--- src/rtl/icache_pkg.sv ---
`default_nettype none
// ============================================================================
//  Module      : icache_pkg
//  Description : Shared types and geometry for the direct-mapped icache.
//  Revision    : 1.0  initial release
// ============================================================================
package icache_pkg;

    typedef logic [31:0] word_t;

    localparam int ICACHE_SETS  = 16;
    localparam int ICACHE_IDX_W = $clog2(ICACHE_SETS);
    localparam int ICACHE_TAG_W = 30 - ICACHE_IDX_W;

    // Fetch address split for the default 16-set geometry.
    typedef struct packed {
        logic [ICACHE_TAG_W-1:0] tag;
        logic [ICACHE_IDX_W-1:0] idx;
        logic [1:0]              bytoff;
    } icachef_t;

    typedef struct packed {
        logic                    valid;
        logic [ICACHE_TAG_W-1:0] tag;
        word_t                   data;
    } icache_frame_t;

    typedef enum logic [0:0] {
        IDLE = 1'b0,
        FILL = 1'b1
    } icstate_t;

    function automatic word_t word_align(input word_t addr);
        return {addr[31:2], 2'b00};
    endfunction

endpackage
`default_nettype wire

--- src/rtl/icache_if.sv ---
`default_nettype none
// ============================================================================
//  Module      : icache_if
//  Description : Fetch-side and fill-side signals of one core's icache.
//  Revision    : 1.0  initial release
// ============================================================================
interface icache_if;
    import icache_pkg::*;

    logic  imemREN;
    word_t imemaddr;
    logic  ihit;
    word_t imemload;
    logic  iREN;
    word_t iaddr;
    logic  iwait;
    word_t iload;

    modport icache (
        input  imemREN, imemaddr, iwait, iload,
        output ihit, imemload, iREN, iaddr
    );

    // Datapath fetch stage plus memory controller instruction port.
    modport env (
        output imemREN, imemaddr, iwait, iload,
        input  ihit, imemload, iREN, iaddr
    );
endinterface
`default_nettype wire

--- src/rtl/icache.sv ---
`default_nettype none
// ============================================================================
//  Module      : icache
//  Description : Direct-mapped read-only instruction cache, one-word frames,
//                single-word fill through the controller instruction port.
//  Revision    : 1.0  initial release
// ============================================================================
module icache
    import icache_pkg::*;
#(
    parameter int SETS  = 16,
    parameter int CPUID = 0
) (
    input  wire logic CLK,
    input  wire logic nRST,
    icache_if.icache  cif
);

    localparam int c_idx_w = $clog2(SETS);
    localparam int c_tag_w = 30 - c_idx_w;

    icstate_t             r_state;
    logic [SETS-1:0]      r_valid;
    logic [c_tag_w-1:0]   r_tag  [SETS];
    word_t                r_data [SETS];
    logic [29:0]          r_missaddr;
    logic                 r_iren;

    logic [c_idx_w-1:0]   w_idx;
    logic [c_tag_w-1:0]   w_tag;
    logic [c_idx_w-1:0]   w_fidx;
    logic [c_tag_w-1:0]   w_ftag;
    logic                 w_hit;
    logic                 w_fill_done;
    wire                  w_unused;

    assign w_idx  = cif.imemaddr[2+c_idx_w-1:2];
    assign w_tag  = cif.imemaddr[31:2+c_idx_w];
    assign w_fidx = r_missaddr[c_idx_w-1:0];
    assign w_ftag = r_missaddr[29:c_idx_w];

    // Lookups are only honoured in IDLE; a fill in flight masks all hits.
    assign w_hit       = (r_state == IDLE) & cif.imemREN & r_valid[w_idx]
                       & (r_tag[w_idx] == w_tag);
    assign w_fill_done = (r_state == FILL) & ~cif.iwait;

    assign cif.ihit     = w_hit;
    assign cif.imemload = w_hit ? r_data[w_idx] : '0;
    assign cif.iREN     = r_iren;
    assign cif.iaddr    = {r_missaddr, 2'b00};

    assign w_unused = &{1'b0, cif.imemaddr[1:0], CPUID[0]};

    always_ff @(posedge CLK or negedge nRST) begin
        if (!nRST) begin
            r_state    <= IDLE;
            r_valid    <= '0;
            r_missaddr <= '0;
            r_iren     <= 1'b0;
        end else begin
            case (r_state)
                IDLE: begin
                    if (cif.imemREN && !w_hit) begin
                        r_missaddr <= cif.imemaddr[31:2];
                        r_iren     <= 1'b1;
                        r_state    <= FILL;
                    end
                end
                FILL: begin
                    if (!cif.iwait) begin
                        r_valid[w_fidx] <= 1'b1;
                        r_iren          <= 1'b0;
                        r_state         <= IDLE;
                    end
                end
                default: begin
                    r_iren  <= 1'b0;
                    r_state <= IDLE;
                end
            endcase
        end
    end

    // Tag/data need no reset: valid bits alone qualify them, and reset forces
    // IDLE so an interrupted fill can never land here.
    always_ff @(posedge CLK) begin
        if (w_fill_done) begin
            r_tag[w_fidx]  <= w_ftag;
            r_data[w_fidx] <= cif.iload;
        end
    end

endmodule
`default_nettype wire

--- src/flat_wrapper.sv ---
// flat-port wrapper written by rule: the top's interface ports become plain ports
module icache_flat import icache_pkg::*;
#(
    parameter int SETS  = 16,
    parameter int CPUID = 0
)
  (CLK, nRST, cif_imemREN, cif_imemaddr, cif_iwait, cif_iload, cif_ihit, cif_imemload, cif_iREN, cif_iaddr);
  icache_if cif_i ();
  input  wire logic CLK;
  input  wire logic nRST;
  input wire logic [$bits(cif_i.imemREN)-1:0] cif_imemREN;
  input wire logic [$bits(cif_i.imemaddr)-1:0] cif_imemaddr;
  input wire logic [$bits(cif_i.iwait)-1:0] cif_iwait;
  input wire logic [$bits(cif_i.iload)-1:0] cif_iload;
  output wire logic [$bits(cif_i.ihit)-1:0] cif_ihit;
  output wire logic [$bits(cif_i.imemload)-1:0] cif_imemload;
  output wire logic [$bits(cif_i.iREN)-1:0] cif_iREN;
  output wire logic [$bits(cif_i.iaddr)-1:0] cif_iaddr;
  assign cif_i.imemREN = cif_imemREN;
  assign cif_i.imemaddr = cif_imemaddr;
  assign cif_i.iwait = cif_iwait;
  assign cif_i.iload = cif_iload;
  assign cif_ihit = cif_i.ihit;
  assign cif_imemload = cif_i.imemload;
  assign cif_iREN = cif_i.iREN;
  assign cif_iaddr = cif_i.iaddr;
  icache #(.SETS(SETS), .CPUID(CPUID)) u_core (.CLK(CLK), .nRST(nRST), .cif(cif_i));
endmodule
--- config.mk ---
export PLATFORM = sky130hd
export DESIGN_NAME = icache_flat
export DESIGN_NICKNAME = d
export VERILOG_FILES = /design/src/rtl/icache_pkg.sv /design/src/rtl/icache_if.sv /design/src/rtl/icache.sv /design/src/flat_wrapper.sv
export SDC_FILE = /design/constraint.sdc
export NUM_CORES = 1
export LEC_CHECK = 0
export ABC_CLOCK_PERIOD_IN_PS = 6300
export CAP_MARGIN = 20
export CORE_UTILIZATION = 30
export CTS_CLUSTER_SIZE = 30
export DETAILED_ROUTE_END_ITERATION = 12
export PLACE_DENSITY_LB_ADDON = 0.12
export SYNTH_ARGS = -nofsm -noshare
export SYNTH_HDL_FRONTEND = slang
export SYNTH_SLANG_ARGS = --single-unit
--- constraint.sdc ---
create_clock -name CLK -period 6.3 [get_ports CLK]
set_input_delay 1.575 -clock CLK [delete_from_list [all_inputs] [get_ports CLK]]
set_output_delay 1.575 -clock CLK [all_outputs]
set_load 0.02 [all_outputs]
## After elaboration in Yosys (flattened, before gate mapping)

Memories as Yosys holds them, arrays and structs flattened.
Cells that the tools add are included.

| storage, ports and cells | value |
|---|---|
| memories kept | 2 |
| bits in read-only memories | 0 |
| input port bits | 68 |
| register bits | 48 |
| bits in writable memories | 928 |
| bits in latches | 0 |
| word-level logic and storage cells | 38 |

| cells by class | value |
|---|---|
| shift operators | 0 |
| reductions and logical operators | 6 |
| multiply operators | 0 |
| add/subtract/negate cells | 0 |
| div/mod/pow operators | 0 |
| magnitude comparators | 3 |
| equal/unequal tests | 3 |
| multiplexer cells | 13 |
| bitwise gates (word level) | 7 |

Memory list:

| memory | words | width | read ports | clocked after Yosys merged registers in | write ports | RTL line | text |
|---|---|---|---|---|---|---|---|
| u_core.r_data | 16 | 32 | 1 | 0 | 1 | icache.sv:25 | `word_t r_data [SETS];` |
| u_core.r_tag | 16 | 26 | 1 | 0 | 1 | icache.sv:24 | `logic [c_tag_w-1:0] r_tag [SETS];` |

Operators with widths:

| cell | number |
|---|---|
| $mux W32 | 1 |
| $eq A26 B26 Y1 | 1 |
| $or A16 B16 Y16 | 1 |
| $lt A4 B5 Y1 const B | 2 |
| $mux W1 | 8 |
| $reduce_and A2 Y1 | 3 |
| $and A1 B1 Y1 | 4 |
| $bmux W1 S4 | 1 |
| $demux W1 S4 | 1 |
| $ge A4 B1 Y1 const B | 1 |
| $ne A2 B2 Y1 const B | 2 |
| $pmux W1 S2 | 2 |
| $logic_and A1 B1 Y1 | 2 |
| $not A1 Y1 | 2 |
| $logic_not A1 Y1 | 1 |

## Logic depth before layout (Yosys ltp)

| logic depth | value |
|---|---|
| word-level depth | 8 |
| mapped depth | 14 |

## Worst setup path before layout

Ideal clock, no wire load.

| path | value |
|---|---|
| path type | input to register |
| start point | input cif_iwait |
| end point | register u_core.r_valid[0] |
| data required time | 6.211 ns |
| setup slack | -0.338 ns |
| cell stages on the path | 4 |
| path buffers | 0 |
| setup time | 0.089 ns |
| data arrival time | 6.549 ns |
| cells stage by stage | nand2b_1 > or3_1 > nor3_1 > or2_2 |

| on the way | value |
|---|---|
| longest elaborated chain between the ends | 2 |

RTL lines:

| what | RTL line | text |
|---|---|---|
| start: declaration | flat_wrapper.sv:13 | `input wire logic [$bits(cif_i.iwait)-1:0] cif_iwait;` |
| $not A1 Y1 (no source line) | -- |  |
| $reduce_and A2 Y1 (no source line) | -- |  |
| end signal: assignment | icache.sv:57 | `r_valid <= '0;` |
| end signal: indexed assignment | icache.sv:71 | `r_valid[w_fidx] <= 1'b1;` |
| end: declaration | icache.sv:23 | `logic [SETS-1:0] r_valid;` |

Every way passes these cells.
A chain may end at the register's enable or synchronous reset.

## Worst setup path in the final report

| path | value |
|---|---|
| start point | input cif_imemaddr[3] |
| end point | output cif_imemload[5] |

| on the way | value |
|---|---|
| longest elaborated chain between the ends | 5 |
| elaborated cells between the ends (all ways) | 8 |

RTL lines:

| what | RTL line | text |
|---|---|---|
| start: declaration | flat_wrapper.sv:12 | `input wire logic [$bits(cif_i.imemaddr)-1:0] cif_imemaddr;` |
| parallel branches: the longest is 4 deep, another holds $mem_v2 Z16 W26 | -- |  |
| $mux W32 (*) | icache.sv:48 | `assign cif.imemload = w_hit ? r_data[w_idx] : '0;` |
| end: declaration | flat_wrapper.sv:16 | `output wire logic [$bits(cif_i.imemload)-1:0] cif_imemload;` |

Mark *: on every way between the ends. The select of a mux whose other input is x is not followed.

==> results by group <==
Run status
  – Status: finished, final reports clean

Run
  – Max-cap viol count: 0

Yosys
  – Synthesis Warnings: 0
  – Synth top area cells: edfxtp_1 73%, mux4_2 15%, dfrtp_1 3.2%
  – Post-synthesis cell area: 38000 um2
  – Mapped Avg Cell Area: 22.8 um2
  – Ys flop type: edfxtp_1
  – Post-synthesis async set-or-reset flop share: 4.92%
  – Most common cell in the netlist: edfxtp_1
  – Register bit total from synthesis: 976
  – Commonest cells in the synthesized netlist: 928 x edfxtp_1, 253 x mux4_2, 48 x dfrtp_1, 48 x nor2b_1, 34 x mux2i_1
  – Synth cell types: 61
  – Main combinational cell family by area after synthesis: multiplexers
  – Synth Area in Adders: 0%
  – Share of the synthesized area in the top cell type: 73.3%
  – Seq/Total Area, Yosys: 76.5%
  – Compound-Gate Fraction of Synth Area: 1.67%
  – Yosys top cell by area: edfxtp_1
  – Synth Area in Simple Gates: 2.29%
  – Gate Count Post-Synth: 1667
  – Mux cell area share after synthesis: 17.4%
  – Post-synth EDFFs: 928
  – Xor/xnor share of the synthesized area: 0.807%

Clock tree
  – Clk sink count: 976
  – Clk Latency, worst-skew pair: 0.70 ns
  – H-tree Lvls: 3
  – Clock Tree Root: clkbuf_16
  – Clk buf depth: 3
  – TritonCTS Buffers: 105
  – Clock Pin Slew Worst Setup and Hold Paths: 0.06 ns
  – CTS tree: built

Placed design
  – I/O Buffers: 129
  – GPL Wtd Cong: 0.721
  – Dpl cells: 3524
  – Hpwl dp: 55600 um

STA
  – Worst-Margin Slew: 1.08 ns
  – Max_slew headroom: 28.1%
  – RSZ-0062 raised after global routing: no
  – Final setup viols: 0
  – Tmin final: 6.15 ns
  – Max Fclk: 0.163 GHz
  – Final period util: 97.6%
  – Fin. Hold Viols: 0
  – Worst Skew: 0.0328 ns
  – Slew Limit Fails: 0

Global route
  – Largest net degree at the start of global routing: 112
  – First-pass GRT wire length: 148000 um
  – Vias in the first global route: 19800
  – GRT overflow: 0
  – Initial antenna violation count: 4
  – Overall routing resource usage: 16.4%

Floorplanning
  – Die ar.: 128000 um2
  – Die Ht: 358 um
  – Num rows: 130
  – Chip width: 358 um
  – Ports: 134
  – Core area: 126000 um2
  – Starting Density: 30.3%

Detailed routing
  – TritonRoute pass-1 iters: 7
  – Via count: 18200
  – Drt wl/cell: 27.9 um
  – Detailed Route Iter0 Violations: 1342
  – Final WL: 104000 um
  – DRC errors left: 0
  – Avg Vias per Cell: 4.89
  – Antenna Nets Post-Route: 0

Worst setup path
  – Crit start category: input pin
  – CP arrival: 4.57 ns
  – CP required: 4.72 ns
  – WS Path Type: in2out
  – Crit-path max FO: 17
  – Worst setup EP type: primary output

Power
  – Worst vdd ir: 0.207 mV
  – PD cells: 326 nW/um2
  – Leak: 14.8 nW

Layout
  – Share of layout cells above drive strength 1: 33.0%
  – Layout Area Growth over Synthesis: 21.2%
  – Nets@finish: 2056
  – Fin util: 36.7%
  – Non-Filler Instances: 3727

Worst hold path
  – Tightest Hold Check Type: reg2reg
## cell families after synthesis
group           Yosys count
flops                   976
buf+inv                  88
mux                     328
xor+xnor                 35
simple gates            158
compound gates           81
other cells               1
## registers in the layout, indices dropped and copies added, names as in the netlist
register,count
u_core.r_missaddr,30
u_core.r_tag,416
u_core.r_valid,16
u_core.r_state,1
u_core.r_data,512
u_core.cif.iREN,1
## metrics by stage
step	power (mW)	hold slack (ns)	TNS, ns	worst slack (ns)	area [um2]
after detailed placement	9.18	0.449	-16.58	-0.625	42400
after floorplan	8.48	0.430	0	0.260	38000
final	15.0	0.464	0	0.151	46000
after global routing	15.5	0.482	0	0.0249	46000
after global placement	9.14	0.445	-17.97	-0.591	42400
after CTS	15.2	0.464	0	0.0106	46000
## power by group
| group | switching [mW] | internal [mW] | leakage [nW] |
|---|---|---|---|
| registers | 0.257 | 7.51 | 8.92 |
| logic | 0.670 | 0.594 | 4.25 |
| clock network | 2.54 | 3.43 | 1.63 |
## layout by cell type, fill, tap and decap left out, types with 4 or more instances in the layout
master and count:
o31a_1 4, mux4_2 253, mux2i_1 28, a211oi_1 10, clkinv_2 23, mux2_4 28, clkinv_1 27, or2_2 16
xor2_1 16, clkdlybuf4s15_2 12, a22o_1 5, nor3_4 4, nand2b_1 8, bufinv_16 7, clkbuf_8 4, nor4_1 6
o22ai_1 10, dfrtp_1 48, clkbuf_16 109, nor2b_1 46, a211oi_2 4, dlygate4sd2_1 18, nor2_4 12, o21ai_0 6
a21oi_1 11, mux2_2 12, buf_4 142, nor2_1 18, mux2i_2 5, buf_6 5, edfxtp_1 928, nand3_1 4
buf_12 18, clkbuf_1 20, xnor2_1 18, clkdlybuf4s50_1 91, nand2_1 20, inv_1 6
## critical path, stage by stage
cell           delay [ns]
buf_8                0.13
buf_4                0.22
buf_12               0.18
mux4_2               0.51
mux2i_1              0.19
buf_4                0.18
o22ai_1              0.10
o31a_1               0.29
nor3_2               0.18
nand4_1              0.11
buf_4                0.20
buf_12               0.18
nor2b_1              0.15
dlygate4sd2_1        0.36
## repair_timing
item,4_1_cts,5_1_grt
hold buffers,0,0
setup buffers,5,0
gates resized for setup,84,9
pin swaps,5,3
gates cloned,1,1
setup endpoints to repair,33,33
## layer usage
metal	vias to the layer above	global-route usage [%]	routed length, um
li1	7693	-	-
met1	9980	22.5	46500
met2	400	27.0	51000
met3	147	3.08	4270
met4	8	3.66	2020
met5	-	0	54
## final cells by class
type                       instances  area (um2)
clock buffer                     131        2810
multi-input combinational        604        8700
fill                           11700       79500
clock inverter                    63         520
timing repair buffer             294        2850
antenna                            2        5.00
sequential                       976       29100
tap                             1650        2060
inverter                           7        28.8
## path summary, 6_finish.rpt
check / start / endpoint / slack, ns / cells after the start
max: cif_imemaddr[3] / cif_imemload[5] / 0.15 / 14
min: u_core.r_valid[6]$_DFFE_PN0P_ / u_core.r_valid[6]$_DFFE_PN0P_ / 0.46 / 1
max reg2reg: u_core.r_tag[6][15]$_DFFE_PP_ / u_core.r_missaddr[5]$_DFFE_PN0P_ / 2.39 / 12
min reg2reg: u_core.r_valid[6]$_DFFE_PN0P_ / u_core.r_valid[6]$_DFFE_PN0P_ / 0.46 / 1
max in group asynchronous: nRST / u_core.r_valid[13]$_DFFE_PN0P_ / 4.56 / 2
min in group asynchronous: nRST / u_core.r_missaddr[1]$_DFFE_PN0P_ / 1.10 / 2
Note: power is estimated with default switching activity, not from simulation.
